==> src/rtl/regfile_pkg.sv <==
`default_nettype none
// ============================================================================
//  Module      : regfile_pkg
//  Description : Shared constants and types for the 32 x 64-bit register
//                file and its write-port arbiter.
//  Revision    : 1.0  initial release
// ============================================================================
package regfile_pkg;

    localparam int REG_ADDR_W = 5;
    localparam int NUM_REGS   = 32;
    localparam int ZERO_REG   = 31;   // XZR: writes are accepted and dropped

    typedef logic [REG_ADDR_W-1:0] reg_addr_t;
    typedef logic [63:0]           reg_data_t;

    // Round-robin successor of requester idx among n requesters.
    function automatic int rr_succ(input int idx, input int n);
        return (idx + 1 >= n) ? 0 : idx + 1;
    endfunction

endpackage : regfile_pkg
`default_nettype wire

==> src/rtl/regfile_wr_arbiter_rr.sv <==
`default_nettype none
// ============================================================================
//  Module      : rr_arbiter
//  Description : Combinational round-robin arbiter. Searches req starting at
//                ptr and wrapping; grants at most one requester, none when
//                en is low.
//  Revision    : 1.0  initial release
// ============================================================================
module rr_arbiter
    import regfile_pkg::*;
#(
    parameter int NREQ  = 3,
    parameter int PTR_W = (NREQ > 1) ? $clog2(NREQ) : 1
) (
    input  logic [NREQ-1:0]  req,
    input  logic [PTR_W-1:0] ptr,
    input  logic             en,
    output logic [NREQ-1:0]  grant,
    output logic [PTR_W-1:0] grant_idx
);

    logic found;

    // Two passes: first requesters at or above ptr, then the wrapped ones below.
    always_comb begin
        grant     = '0;
        grant_idx = '0;
        found     = 1'b0;
        for (int i = 0; i < NREQ; i++) begin
            if (en && !found && req[i] && (PTR_W'(i) >= ptr)) begin
                grant[i]  = 1'b1;
                grant_idx = PTR_W'(i);
                found     = 1'b1;
            end
        end
        for (int i = 0; i < NREQ; i++) begin
            if (en && !found && req[i]) begin
                grant[i]  = 1'b1;
                grant_idx = PTR_W'(i);
                found     = 1'b1;
            end
        end
    end

endmodule : rr_arbiter
`default_nettype wire

==> src/rtl/regfile_wr_arbiter.sv <==
`default_nettype none
// ============================================================================
//  Module      : regfile_wr_arbiter
//  Description : Round-robin arbiter for the single register-file write port.
//                Stages the winning address/data for one cycle, then drives
//                the one-hot per-register enables and the write-data bus.
//                Writes to X31 (XZR) consume a grant but raise no enable.
//  Options     : REGFILE_WR_BYPASS_EN adds byp_valid/byp_addr/byp_data so the
//                decode stage can forward the staged write.
//  Revision    : 1.0  initial release
// ============================================================================
module regfile_wr_arbiter
    import regfile_pkg::*;
#(
    parameter int NREQ   = 3,
    parameter int DATA_W = 64,
    parameter int ADDR_W = REG_ADDR_W
) (
    input  logic                           clk,
    input  logic                           reset,      // async, active low
    input  logic                           hold,
    input  logic [NREQ-1:0]                req_valid,
    input  logic [NREQ-1:0][ADDR_W-1:0]    req_addr,
    input  logic [NREQ-1:0][DATA_W-1:0]    req_data,
    output logic [NREQ-1:0]                req_ready,
    output logic [(2**ADDR_W)-1:0]         reg_enable,
    output logic [DATA_W-1:0]              wr_data,
    output logic [ADDR_W-1:0]              wr_addr
`ifdef REGFILE_WR_BYPASS_EN
    ,
    output logic                           byp_valid,
    output logic [ADDR_W-1:0]              byp_addr,
    output logic [DATA_W-1:0]              byp_data
`endif
);

    localparam int              PTR_W     = (NREQ > 1) ? $clog2(NREQ) : 1;
    localparam logic [ADDR_W-1:0] ZERO_ADDR = ADDR_W'(ZERO_REG);

    logic [PTR_W-1:0]  rr_ptr;
    logic [NREQ-1:0]   grant;
    logic [PTR_W-1:0]  grant_idx;
    logic              arb_en;
    logic              xfer;
    logic [ADDR_W-1:0] sel_addr;
    logic [DATA_W-1:0] sel_data;

    logic              wr_valid_q;
    logic [ADDR_W-1:0] wr_addr_q;
    logic [DATA_W-1:0] wr_data_q;

    // Grants are suppressed while stalled and while reset is held, so
    // req_ready reads zero in both cases without waiting for a clock.
    assign arb_en = !hold && reset;

    rr_arbiter #(
        .NREQ  (NREQ),
        .PTR_W (PTR_W)
    ) u_rr_arbiter (
        .req       (req_valid),
        .ptr       (rr_ptr),
        .en        (arb_en),
        .grant     (grant),
        .grant_idx (grant_idx)
    );

    assign req_ready = grant;
    assign xfer      = |grant;   // grant is a subset of req_valid

    // One-hot mux of the winner's address and data (independent of ready).
    always_comb begin
        sel_addr = '0;
        sel_data = '0;
        for (int i = 0; i < NREQ; i++) begin
            if (grant[i]) begin
                sel_addr = req_addr[i];
                sel_data = req_data[i];
            end
        end
    end

    // Stage register and round-robin pointer; reset clears them immediately.
    always_ff @(posedge clk or negedge reset) begin
        if (!reset) begin
            rr_ptr     <= '0;
            wr_valid_q <= 1'b0;
            wr_addr_q  <= '0;
            wr_data_q  <= '0;
        end else begin
            wr_valid_q <= xfer;
            if (xfer) begin
                wr_addr_q <= sel_addr;
                wr_data_q <= sel_data;
                rr_ptr    <= PTR_W'(rr_succ(int'(grant_idx), NREQ));
            end
        end
    end

    // Decode the staged address into a one-hot enable, dropping XZR writes.
    always_comb begin
        reg_enable = '0;
        if (wr_valid_q && (wr_addr_q != ZERO_ADDR)) begin
            reg_enable[wr_addr_q] = 1'b1;
        end
    end

    assign wr_data = wr_data_q;
    assign wr_addr = wr_addr_q;

`ifdef REGFILE_WR_BYPASS_EN
    assign byp_valid = wr_valid_q && (wr_addr_q != ZERO_ADDR);
    assign byp_addr  = wr_addr_q;
    assign byp_data  = wr_data_q;
`endif

endmodule : regfile_wr_arbiter
`default_nettype wire

==> config.mk <==
export PLATFORM = sky130hd
export DESIGN_NAME = regfile_wr_arbiter
export DESIGN_NICKNAME = d
export VERILOG_FILES = /design/src/rtl/regfile_pkg.sv /design/src/rtl/regfile_wr_arbiter_rr.sv /design/src/rtl/regfile_wr_arbiter.sv
export SDC_FILE = /design/constraint.sdc
export NUM_CORES = 1
export LEC_CHECK = 0
export ABC_AREA = 1
export BUFFER_PORTS_ARGS = -buffer_cell sky130_fd_sc_hd__buf_2
export CORE_AREA = 2 2 124 126
export CTS_CLUSTER_DIAMETER = 40
export DETAILED_ROUTE_END_ITERATION = 8
export DIE_AREA = 0 0 126 128
export PLACE_DENSITY = 0.66
export REMOVE_ABC_BUFFERS = 1
export SLEW_MARGIN = 5
export SYNTH_ARGS = -nofsm -noshare
export SYNTH_HDL_FRONTEND = slang
export SYNTH_SLANG_ARGS = --single-unit
==> constraint.sdc <==
create_clock -name clk -period 1.7 [get_ports clk]
set_input_delay 0.085 -clock clk [delete_from_list [all_inputs] [get_ports clk]]
set_output_delay 0.085 -clock clk [all_outputs]
set_load 0.02 [all_outputs]
* After elaboration in Yosys (flattened, before gate mapping) *
Cells that the tools add are included.

word-level totals
  output and inout port bits = 104
  word-level logic and storage cells = 61
  flip-flop bits (word level) = 72
  bits of input ports = 213

operators by class
  add/subtract/negate cells = 1
  mux-type cells = 25
  eq/ne operators = 1
  reductions and logical operators = 24
  $lt $le $gt $ge = 6

operators by type and width
  operator               count
  $mux W64               3
  $mux W32               1
  $logic_and A1 B1 Y1    17
  $mux W5                3
  $mux W1                12
  $mux W2                5
  $logic_not A1 Y1       6
  $lt A5 B6 Y1 const B   1
  $demux W1 S5           1
  $ge A5 B1 Y1 const B   1
  $ne A5 B5 Y1 const B   1
  $ge A1 B2 Y1 const A   2
  $add A2 B1 Y3 const B  1
  $ge A3 B2 Y1 const B   1
  $reduce_or A3 Y1       1
  $ge A2 B2 Y1 const A   1

* Depth between registers and ports, before layout *
Gate-level depths: netlist (run 1).

  word-level depth = 30
  mapped depth = 12
  depth with buffers taken out = 10

* Cells and area by module *
A second synthesis (run 1) with hierarchy kept.

unflattened totals
  cell total of the unflattened synthesis = 754
  area, all modules = 4700.8 sq um

modules (own cells, without submodules)
  module              cells each  seq. area each (sq um)  area each (sq um)  instances
  regfile_wr_arbiter  733         1801.7                  4598.2             1
  rr_arbiter          21          0.0                     102.6              1

* Worst setup path after synthesis (run 1) *
OpenSTA, ideal clock, no wires.

  kind = flip-flop to output port
  start = reg wr_addr_q[0] (netlist: wr_addr[0])
  end = out reg_enable[23]
  buffers on the path = 1
  required time = 1.615 ns
  data arrival time = 1.685 ns
  slack = -0.070 ns
  cell stages (with the launch flop) = 7
  cell sequence = dfrtp_1 clkbuf_1 nand2_1 inv_1 a21boi_0 nand2_1 nor4_1

between the ends
  longest elaborated chain between the ends = 5
  elaborated cells between the ends (all ways) = 8
  classes of those cells = order compare: 2; eq/ne: 1; mux: 3; reduce/logical: 2

RTL lines
  what                                                                RTL line                   RTL
  start: declaration                                                  regfile_wr_arbiter.sv:49   logic [ADDR_W-1:0] wr_addr_q;
  start signal: assignment                                            regfile_wr_arbiter.sv:92   wr_addr_q <= sel_addr;
  $lt A5 B6 Y1 (implied by the code) or $ge A5 B1 Y1 (tied branches)  regfile_wr_arbiter.sv:103  reg_enable[wr_addr_q] = 1'b1;
  $logic_and A1 B1 Y1 (implied by the code)                           regfile_wr_arbiter.sv:103
  $mux W1 (implied by the code)                                       regfile_wr_arbiter.sv:103
  $demux W1 S5                                                        regfile_wr_arbiter.sv:103
  $mux W32 (*)                                                        regfile_wr_arbiter.sv:102  if (wr_valid_q && (wr_addr_q != ZERO_ADDR)) begin
  end: declaration                                                    regfile_wr_arbiter.sv:26   output logic [(2**ADDR_W)-1:0] reg_enable,

Every way passes the cells marked *; elsewhere a longest branch is shown, timed or not.

* Worst setup path in the final report (run 1) *
  start = reg wr_addr_q[3] (netlist: wr_addr[3])
  end = out reg_enable[19]

The elaborated chain is that of the path after synthesis.

==> results of run 1 <==
cell families (layout without fill, tap and decap cells):
group | Yosys count | count (layout) | synth area share (%)
compound gates | 3 | 3 | 0.405
other cells | 1 | 1 | 0.0760
buf+inv | 145 | 459 | 13.3
simple gates | 551 | 551 | 49.8
flops | 72 | 72 | 36.5
synth_stat cells (2+ instances only):
library cell	n
nand4_1	72
nor3_1	3
buf_4	10
clkbuf_1	17
nand2_2	5
buf_1	2
dfrtp_1	72
buf_6	5
nor2_1	168
inv_1	79
buf_2	28
inv_2	3
nand2_1	151
nand3_1	150
path summary, 6_finish.rpt:
check	start	endpoint	slack, ns	depth (start not counted)
worst max-delay path	wr_addr[3]	reg_enable[19]	0.08	7
worst min-delay path	reset	wr_data[30]	-0.04	2
worst max register to register	rr_ptr[0]	wr_data[8]	0.10	12
worst min register to register	wr_data[3]	wr_data[3]	0.52	2
max in group asynchronous	reset	wr_data[8]	1.12	2
min in group clk	req_data[80]	wr_data[16]	0.05	5
through the flow:
| stage | instance area, sq um | hold slack (ns) |
|---|---|---|
| 5_1_grt | 7450 | 0.0572 |
| 6_report | 7450 | -0.0355 |
| 2_1_floorplan | 4590 | -0.211 |
| 3_3_place_gp | 6670 | 0.375 |
| 4_1_cts | 7240 | 0.0114 |
| 3_5_place_dp | 6670 | 0.377 |
layout make-up:
cell class	count	area share [%]
clock inverter	5	1.06
clock buffer	11	3.39
tap	188	3.16
sequential	72	24.2
multi-input combinational	555	34.1
inverter	83	4.26
timing repair buffer	360	29.9
flip-flops by register name (all words and copies together) (netlist names):
| signal | count |
|---|---|
| rr_ptr | 2 |
| wr_valid_q | 1 |
| wr_addr | 5 |
| wr_data | 64 |
critical path, delay by kind of cell (launching register included):
family / cells / cell delay (ns)
AOI/OAI and AO/OA: 1 / 0.15
and+or+nand+nor: 3 / 0.26
DFF: 1 / 0.39
buffers and inverters: 3 / 0.40
power groups by stage:
| stage | clock network (mW) | logic, mW | registers (mW) |
|---|---|---|---|
| finish | 2.08 | 5.26 | 2.98 |
| floorplan | 0 | 1.77 | 4.00 |
| global placement | 0 | 4.73 | 3.01 |
| detailed placement | 0 | 4.79 | 3.00 |
| global route | 2.21 | 5.72 | 3.09 |
| CTS | 2.13 | 5.09 | 2.97 |
metal layers:
metal	vias up	GRT usage, %	wire length [microns]
li1	3116	-	-
met1	2851	26.1	7770
met2	243	40.0	9730
met3	30	4.55	1320
met4	0	8.60	425
met5	-	0	0
repair_timing:
item,in CTS,in global routing
cloned,4,3
pin swaps,4,7
setup buffers,11,9
setup endpoints to repair,10,78
resized for setup,9,22
==> flow_metrics.py, run 1 <==
metrics = {
    "pwr": {
        "leakage_nw": 4.60,
        "p_comb_share_pct": 50.9,
        "power.share.switching_pct": 43.1,
        "peakVddDrop_uv": 464,
        "power_switching_mw": 4.45,
        "p_int_mw": 5.87,
        "power.density_mw_per_mm2": 1390,
        "p_total_mw": 10.3,
        "clockPowerShare_pct": 20.2,
        "seqPwrFrac_pct": 28.9,
    },
    "timing": {
        "fin_ws_ns": 0.0773,
        "skew_ns": 0.00558,
        "fin_crit_sh_pct": 95.5,
        "slew_headroom_pct": 38.6,
        "tightest_slew_ns": 0.920,
        "finalSetupViolations": 0,
        "setup-tns-final_ns": 0,
        "finalCriticalPeriod_ns": 1.62,
        "fmax_mhz": 616,
        "slew_violations": 0,
        "rsz0062_at_grt": "true",
        "finalHoldViolations": 36,
        "holdWs_ns": -0.0355,
    },
    "setup_path": {
        "end_kind": "primary output",
        "cp_max_fo": 5,
        "worstSetupPathType": "register to primary output",
        "cp.required_ns": 1.62,
        "path_cells": "inv_2, nor3_2, a21boi_1, nand2_2, buf_4, nor2_1, buf_4",
        "cp_data_arrival_time_ns": 1.54,
        "slowest_delay_ns": 0.39,
        "slowest_stage": "dfrtp_1",
        "worstSetupStartpointType": "register",
        "cpMostUsedCell": "buf_4",
    },
    "floorplan": {
        "die_area_sq_mm": 0.0161,
        "dieHeight_microns": 128,
        "boundaryPins": 317,
        "die_x_microns": 126,
        "row_count": 45,
        "initial_core_util_pct": 33.2,
        "core_sq_mm": 0.0149,
    },
    "synth": {
        "syn_area_per_cell_sq_um": 6.40,
        "synth_edf_count": 0,
        "async_reset_ff_share_pct": 100,
        "synth_top_area_share_pct": 36.5,
        "synth-seq-cells": 72,
        "netlist_area_sq_mm": 0.00494,
        "yosysUniqueCellTypes": 21,
        "ys.flop_type": "dfrtp_1",
        "ys_top_cells_by_area": "dfrtp_1, nand3_1, nor2_1",
        "yosysWarnings": 0,
        "ys_seq_area_share_pct": 36.5,
        "yosys.area.top_type": "dfrtp_1",
        "synthesis.instances": 772,
    },
    "routing": {
        "via_per_inst": 4.90,
        "post-route-drc-count": 0,
        "wl_per_cell_microns": 15.1,
        "drtIter0Drc": 367,
        "drt_pass1_iterations": 5,
        "vias": 6240,
        "routed_wl_microns": 19200,
        "final_antenna_net_count": 0,
    },
    "placement": {
        "dpl.hpwl_microns": 12200,
        "gp_congestion": 0.878,
        "placedCellCount": 1231,
        "dp_slack_ns": 0.156,
        "port_buffers": 315,
    },
    "finish": {
        "fillers": 1550,
        "utilization_pct": 50.1,
        "layout.area.seq_sq_mm": 0.00180,
        "layout_common_cells": "buf_2, nor2_1, nand3_1, nand2_1, inv_1",
        "final_common_cell": "buf_2",
        "insertedDiodeCount": 0,
        "area_delta_synth_final_pct": 50.9,
        "fin_cells": 1274,
        "drive_above_1_share_pct": 36.9,
        "multi_input_area_sq_mm": 0.00254,
        "fin_nets": 1294,
    },
    "cts": {
        "clock_latency_ns": 0.34,
        "clock_path_buffers": 2,
        "path_clk_slew_ns": 0.06,
        "htreeDepth": 3,
        "cts_tree": "yes",
        "ctsHoldBuffers": 0,
        "clock-sinks": 72,
        "cts_buffers": 9,
        "cts_root_buf": "clkbuf_16",
    },
    "worst_hold_path": {
        "min_path_type": "primary input to asynchronous set/reset pin",
    },
    "global_routing": {
        "grt_max_degree": 73,
        "grt_pass1_vias": 5704,
        "grt_pass1_wl_microns": 28700,
        "grt_overflow": 0,
        "grt.total_usage_pct": 22.3,
        "antenna_found_initial": 0,
    },
    "flow_run": {
        "max_cap_violations": 0,
    },
    "status": {
        "status": "finished, violations left",
        "violations": "hold timing",
    },
}
(Power assumes the default switching activity.)
==> run 2, diff against run 1 <==
--- a/config.mk
+++ b/config.mk
@@ -11,7 +11,7 @@
 export CTS_CLUSTER_DIAMETER = 40
 export DETAILED_ROUTE_END_ITERATION = 8
 export DIE_AREA = 0 0 126 128
-export PLACE_DENSITY = 0.66
+export PLACE_DENSITY_LB_ADDON = 0.25
 export REMOVE_ABC_BUFFERS = 1
 export SLEW_MARGIN = 5
 export SYNTH_ARGS = -nofsm -noshare
==> run 2 against run 1 <==
  * The flow now finishes without violations
  * Count of clock-buffer cells in the layout increased by 1
  * Hold slack improved by 0.057 ns
  * Register-to-register slack about the same
  * Critical endpoint is now req_ready[1]
  * Global-route usage increased by 1.4 points
  * Largest cell class unchanged
  * Fmax decreased by 0.99%
==> flow_metrics.py, run 2 (synthesis results as in run 1) <==
metrics = {
    "routing": {
        "routed_wl_microns": 20300,
        "vias": 6351,
        "final_antenna_net_count": 0,
        "post-route-drc-count": 0,
        "drt_pass1_iterations": 5,
        "wl_per_cell_microns": 16.1,
        "drtIter0Drc": 287,
        "via_per_inst": 5.02,
    },
    "setup_path": {
        "worstSetupStartpointType": "register",
        "cp.required_ns": 1.62,
        "worstSetupPathType": "register to primary output",
        "end_kind": "primary output",
        "cp_max_fo": 3,
        "cpMostUsedCell": "nand2_2",
        "slowest_stage": "dfrtp_1",
        "cp_data_arrival_time_ns": 1.55,
        "slowest_delay_ns": 0.38,
        "path_cells": "inv_2, nand2_2, nand2_2, nand2_2, nand4_1, nand2_2, nand2_4, buf_12, clkinv_4, buf_6",
    },
    "timing": {
        "slew_headroom_pct": 38.5,
        "rsz0062_at_grt": "true",
        "fin_ws_ns": 0.0610,
        "finalSetupViolations": 0,
        "skew_ns": 0.00478,
        "tightest_slew_ns": 0.922,
        "fmax_mhz": 610,
        "finalCriticalPeriod_ns": 1.64,
        "finalHoldViolations": 0,
        "fin_crit_sh_pct": 96.4,
        "slew_violations": 0,
    },
    "finish": {
        "utilization_pct": 50.1,
        "final_common_cell": "buf_2",
        "fin_cells": 1266,
        "area_delta_synth_final_pct": 50.7,
        "drive_above_1_share_pct": 37.9,
        "largest_reg_flops": 64,
        "fin_nets": 1286,
        "stdcell_area_sq_mm": 0.00744,
        "layout_common_cells": "buf_2, nor2_1, nand3_1, nand2_1, inv_1",
    },
    "global_routing": {
        "grt_max_degree": 72,
        "grt.total_usage_pct": 23.7,
        "grt_pass1_wl_microns": 30300,
        "antenna_found_initial": 1,
        "grt_overflow": 0,
        "grt_pass1_vias": 5941,
    },
    "placement": {
        "dp_slack_ns": 0.166,
        "placedCellCount": 1233,
        "detailed_place.area_sq_mm": 0.00668,
        "gp_congestion": 0.904,
        "port_buffers": 315,
        "dpl.hpwl_microns": 13200,
    },
    "floorplan": {
        "dieHeight_microns": 128,
        "row_count": 45,
        "initial_core_util_pct": 33.2,
        "die_x_microns": 126,
        "boundaryPins": 317,
        "core_sq_mm": 0.0149,
        "die_area_sq_mm": 0.0161,
    },
    "cts": {
        "clock_path_buffers": 2,
        "clock-sinks": 72,
        "cts_tree": "yes",
        "path_clk_slew_ns": 0.06,
        "clock_latency_ns": 0.34,
        "cts_root_buf": "clkbuf_16",
        "htreeDepth": 3,
        "cts_buffers": 9,
    },
    "pwr": {
        "peakVddDrop_uv": 563,
        "leakage_nw": 4.55,
        "power.density_mw_per_mm2": 1400,
    },
    "worst_hold_path": {
        "min_path_type": "primary input to asynchronous set/reset pin",
    },
    "flow_run": {
        "max_cap_violations": 0,
    },
    "status": {
        "status": "finished clean",
    },
}
-- run 2: cell types whose count changed in the layout (fill, tap and decap cells not counted), sizes merged --
cell,before,now
buf,353,344
diode,0,1
bufbuf,4,2
clkinv,5,3
dlygate4sd3,0,1
clkbuf,14,17
-- run 2: routing by layer --
metal | share of wire [%] | vias up | global-route usage, %
met5 | 0 | - | 0
met4 | 3.1 | 0 | 10.2
met1 | 39 | 2916 | 26.8
met3 | 7.4 | 42 | 5.09
met2 | 50 | 300 | 43.0
li1 | - | 3093 | -
-- run 2: power by group --
| group | leakage, nW | switching (mW) | internal (mW) |
|---|---|---|---|
| sequential | 0.888 | 0.492 | 2.54 |
| combinational | 3.50 | 3.35 | 1.96 |
| clock | 0.159 | 0.707 | 1.35 |
-- run 2: layout make-up --
class                      instances  area (sq um)
antenna                            1          2.50
clock buffer                      12           256
clock inverter                     3          65.1
fill                            1610          7420
inverter                          83           318
multi-input combinational        555          2590
sequential                        72          1800
tap                              188           235
timing repair buffer             352          2170
-- run 2: worst max-delay path, delay by kind of cell (launching register included) --
kind	cells	cell delay, ns
and+or+nand+nor	6	0.50
DFF	1	0.38
buffers and inverters	4	0.33
-- run 2: repair_timing --
action                                  CTS  global route
buffers inserted                          6             3
hold buffers                              1             0
pin swaps                                 3            11
gates cloned                              3             5
endpoints found under the setup margin    5            56
gates resized for setup                  10            44
endpoints found under the hold margin     1             0
-- run 2: path summary, 6_finish.rpt --
kind                                    start            to  slack, ns  cells after the start
worst min-delay path                    reset   wr_data[11]       0.02                      2
worst max register to register      rr_ptr[0]   wr_data[15]       0.09                     12
min in group clk                req_data[115]   wr_data[51]       0.05                      5
worst min register to register     wr_data[6]    wr_data[6]       0.52                      2
max in group asynchronous               reset    wr_addr[1]       1.03                      2
worst max-delay path                rr_ptr[0]  req_ready[1]       0.06                     10
-- run 2: metrics by stage --
| step | power, mW | hold WS (ns) | setup TNS, ns |
|---|---|---|---|
| 2_1_floorplan | 5.77 | -0.211 | -112.08 |
| 3_3_place_gp | 7.83 | -0.117 | 0 |
| 3_5_place_dp | 7.87 | -0.117 | 0 |
| 4_1_cts | 10.2 | 0.0408 | -0.0149 |
| 5_1_grt | 11.1 | 0.0597 | -0.188 |
| 6_report | 10.4 | 0.0217 | 0 |
==> run 3, diff against run 2 <==
--- a/config.mk
+++ b/config.mk
@@ -7,12 +7,12 @@
 export LEC_CHECK = 0
 export ABC_AREA = 1
 export BUFFER_PORTS_ARGS = -buffer_cell sky130_fd_sc_hd__buf_2
-export CORE_AREA = 2 2 124 126
+export CORE_UTILIZATION = 29
 export CTS_CLUSTER_DIAMETER = 40
 export DETAILED_ROUTE_END_ITERATION = 8
-export DIE_AREA = 0 0 126 128
 export PLACE_DENSITY_LB_ADDON = 0.25
 export REMOVE_ABC_BUFFERS = 1
+export SETUP_SLACK_MARGIN = 0.1
 export SLEW_MARGIN = 5
 export SYNTH_ARGS = -nofsm -noshare
 export SYNTH_HDL_FRONTEND = slang
==> run 3 against run 2 <==
  * The run now ends with hold timing left
  * Sequential share of layout area is 0.74 points lower
  * Cell area is 3.1% higher
  * Routed wire length is 0.26% lower
  * First-iteration DRC count is 10% higher
  * Cell count is 3.8% higher
  * Critical endpoint is now reg_enable[0]
  * Largest cell class unchanged
==> flow_metrics.py, run 3 (synthesis results as in run 1) <==
metrics = {
    "routing": {
        "wl_per_cell_microns": 15.4,
        "via_per_inst": 4.82,
        "drt_pass1_iterations": 4,
        "vias": 6332,
        "routed_wl_microns": 20300,
        "final_antenna_net_count": 0,
        "post-route-drc-count": 0,
        "drtIter0Drc": 317,
    },
    "floorplan": {
        "row_count": 47,
        "initial_core_util_pct": 29.8,
        "core_sq_mm": 0.0166,
        "dieHeight_microns": 132,
        "die_area_sq_mm": 0.0176,
        "die_x_microns": 132,
        "boundaryPins": 317,
    },
    "global_routing": {
        "grt_pass1_vias": 5968,
        "antenna_found_initial": 0,
        "grt_max_degree": 73,
        "grt_pass1_wl_microns": 31100,
        "grt_overflow": 0,
        "grt.total_usage_pct": 22.6,
    },
    "pwr": {
        "peakVddDrop_uv": 630,
        "leakage_nw": 4.64,
        "power.density_mw_per_mm2": 1360,
        "p_total_mw": 10.4,
    },
    "timing": {
        "holdWs_ns": -0.0167,
        "finalCriticalPeriod_ns": 1.61,
        "finalSetupViolations": 0,
        "skew_ns": 0.00516,
        "rsz0062_at_grt": "true",
        "fmax_mhz": 623,
        "fin_crit_sh_pct": 94.5,
        "slew_headroom_pct": 36.8,
        "tightest_slew_ns": 0.948,
        "finalHoldViolations": 18,
        "slew_violations": 0,
        "setup-tns-final_ns": 0,
    },
    "setup_path": {
        "slowest_stage": "dfrtp_1",
        "slowest_delay_ns": 0.41,
        "worst-path-buf-inv": 2,
        "cp_data_arrival_time_ns": 1.52,
        "cp_max_fo": 7,
        "cp.required_ns": 1.62,
        "worstSetupPathType": "register to primary output",
        "end_kind": "primary output",
        "worstSetupStartpointType": "register",
        "cpMostUsedCell": "nor2_1",
        "path_cells": "buf_4, nor2_1, nand2_1, nor2_1, buf_2",
        "crit_family": "simple AND/OR/NAND/NOR gates",
    },
    "placement": {
        "detailed_place.area_sq_mm": 0.00676,
        "dpl.hpwl_microns": 13500,
        "gp_congestion": 0.885,
        "port_buffers": 315,
    },
    "finish": {
        "insertedDiodeCount": 0,
        "stdcell_area_sq_mm": 0.00767,
        "largest_reg_flops": 64,
        "area_delta_synth_final_pct": 55.3,
        "drive_above_1_share_pct": 39.4,
        "final_common_cell": "buf_2",
        "fin_nets": 1302,
        "layout_common_cells": "buf_2, nor2_1, nand3_1, nand2_1",
    },
    "flow_run": {
        "max_cap_violations": 0,
    },
    "cts": {
        "cts_root_buf": "clkbuf_16",
        "clock-sinks": 72,
        "clock_path_buffers": 2,
        "path_clk_slew_ns": 0.06,
        "cts_buffers": 9,
        "clock_latency_ns": 0.34,
        "htreeDepth": 3,
        "cts_tree": "yes",
    },
    "status": {
        "status": "finished, violations left",
        "violations": "hold timing",
    },
    "worst_hold_path": {
        "min_path_type": "primary input to asynchronous set/reset pin",
    },
}
-- run 3: changes by cell type in the layout (fill, tap and decap cells not counted), moves of 2 or more --
cell       delta
clkbuf_16     -3
buf_6         +8
buf_12        +5
buf_4        +10
nor2_1        -3
inv_1         -2
nor2_4        +4
buf_2         -3
-- run 3: what timing repair did --
| item | 4_1_cts | 5_1_grt |
|---|---|---|
| resized for setup | 33 | 50 |
| buffers inserted | 16 | 7 |
| hold buffers | 0 | 0 |
| endpoints found under the setup margin | 24 | 91 |
| cloned | 4 | 3 |
| pin swaps | 10 | 15 |
-- run 3: final cells by class --
class                   count  area, sq um
clock buffers              13          260
clock inverters             3         40.0
fillers                  1734         8910
inverters                  83          320
multi-input cells         555         2640
flip-flops and latches     72         1800
well taps                 220          275
repair buffers            368         2340
-- run 3: report_power, final --
| part | total [mW] | internal (mW) | switching (mW) |
|---|---|---|---|
| registers | 3.00 | 2.54 | 0.464 |
| logic | 5.47 | 2.06 | 3.41 |
| clock network | 1.93 | 1.21 | 0.716 |
| total | 10.4 | 5.81 | 4.59 |
-- run 3: routing by layer --
metal  wire length [microns]  share of wire [%]  vias up  GRT usage, %
li1                        -                  -     3121             -
met2                   10300                 51      273          41.0
met1                    8310                 41     2920          26.4
met3                    1430                7.0       18          5.02
met4                     295                1.5        0          6.64
met5                       0                  0        -             0
-- run 3: path summary, 6_finish.rpt --
kind | from | end | cells after the start | slack [ns]
hold reg to reg | wr_data[36] | wr_data[36] | 2 | 0.52
max in group asynchronous | reset | wr_data[26] | 2 | 1.08
setup / recovery | wr_addr[1] | reg_enable[0] | 5 | 0.09
setup reg to reg | rr_ptr[1] | wr_data[33] | 9 | 0.13
min in group clk | req_data[100] | wr_data[36] | 5 | 0.05
hold / removal | reset | wr_data[61] | 2 | -0.02
-- run 3: per-stage QoR --
stage / util (%) / setup WS [ns] / cells / hold WS (ns)
6_report: 46.3 / 0.0941 / 1314 / -0.0167
5_1_grt: 46.3 / -0.0529 / 1314 / 0.0538
4_1_cts: 44.7 / 0.0259 / 1305 / 0.0332
3_5_place_dp: 40.8 / 0.130 / 1269 / 0.381
3_3_place_gp: 40.8 / 0.183 / 1269 / 0.391
2_1_floorplan: - / -1.71 / 710 / -0.211
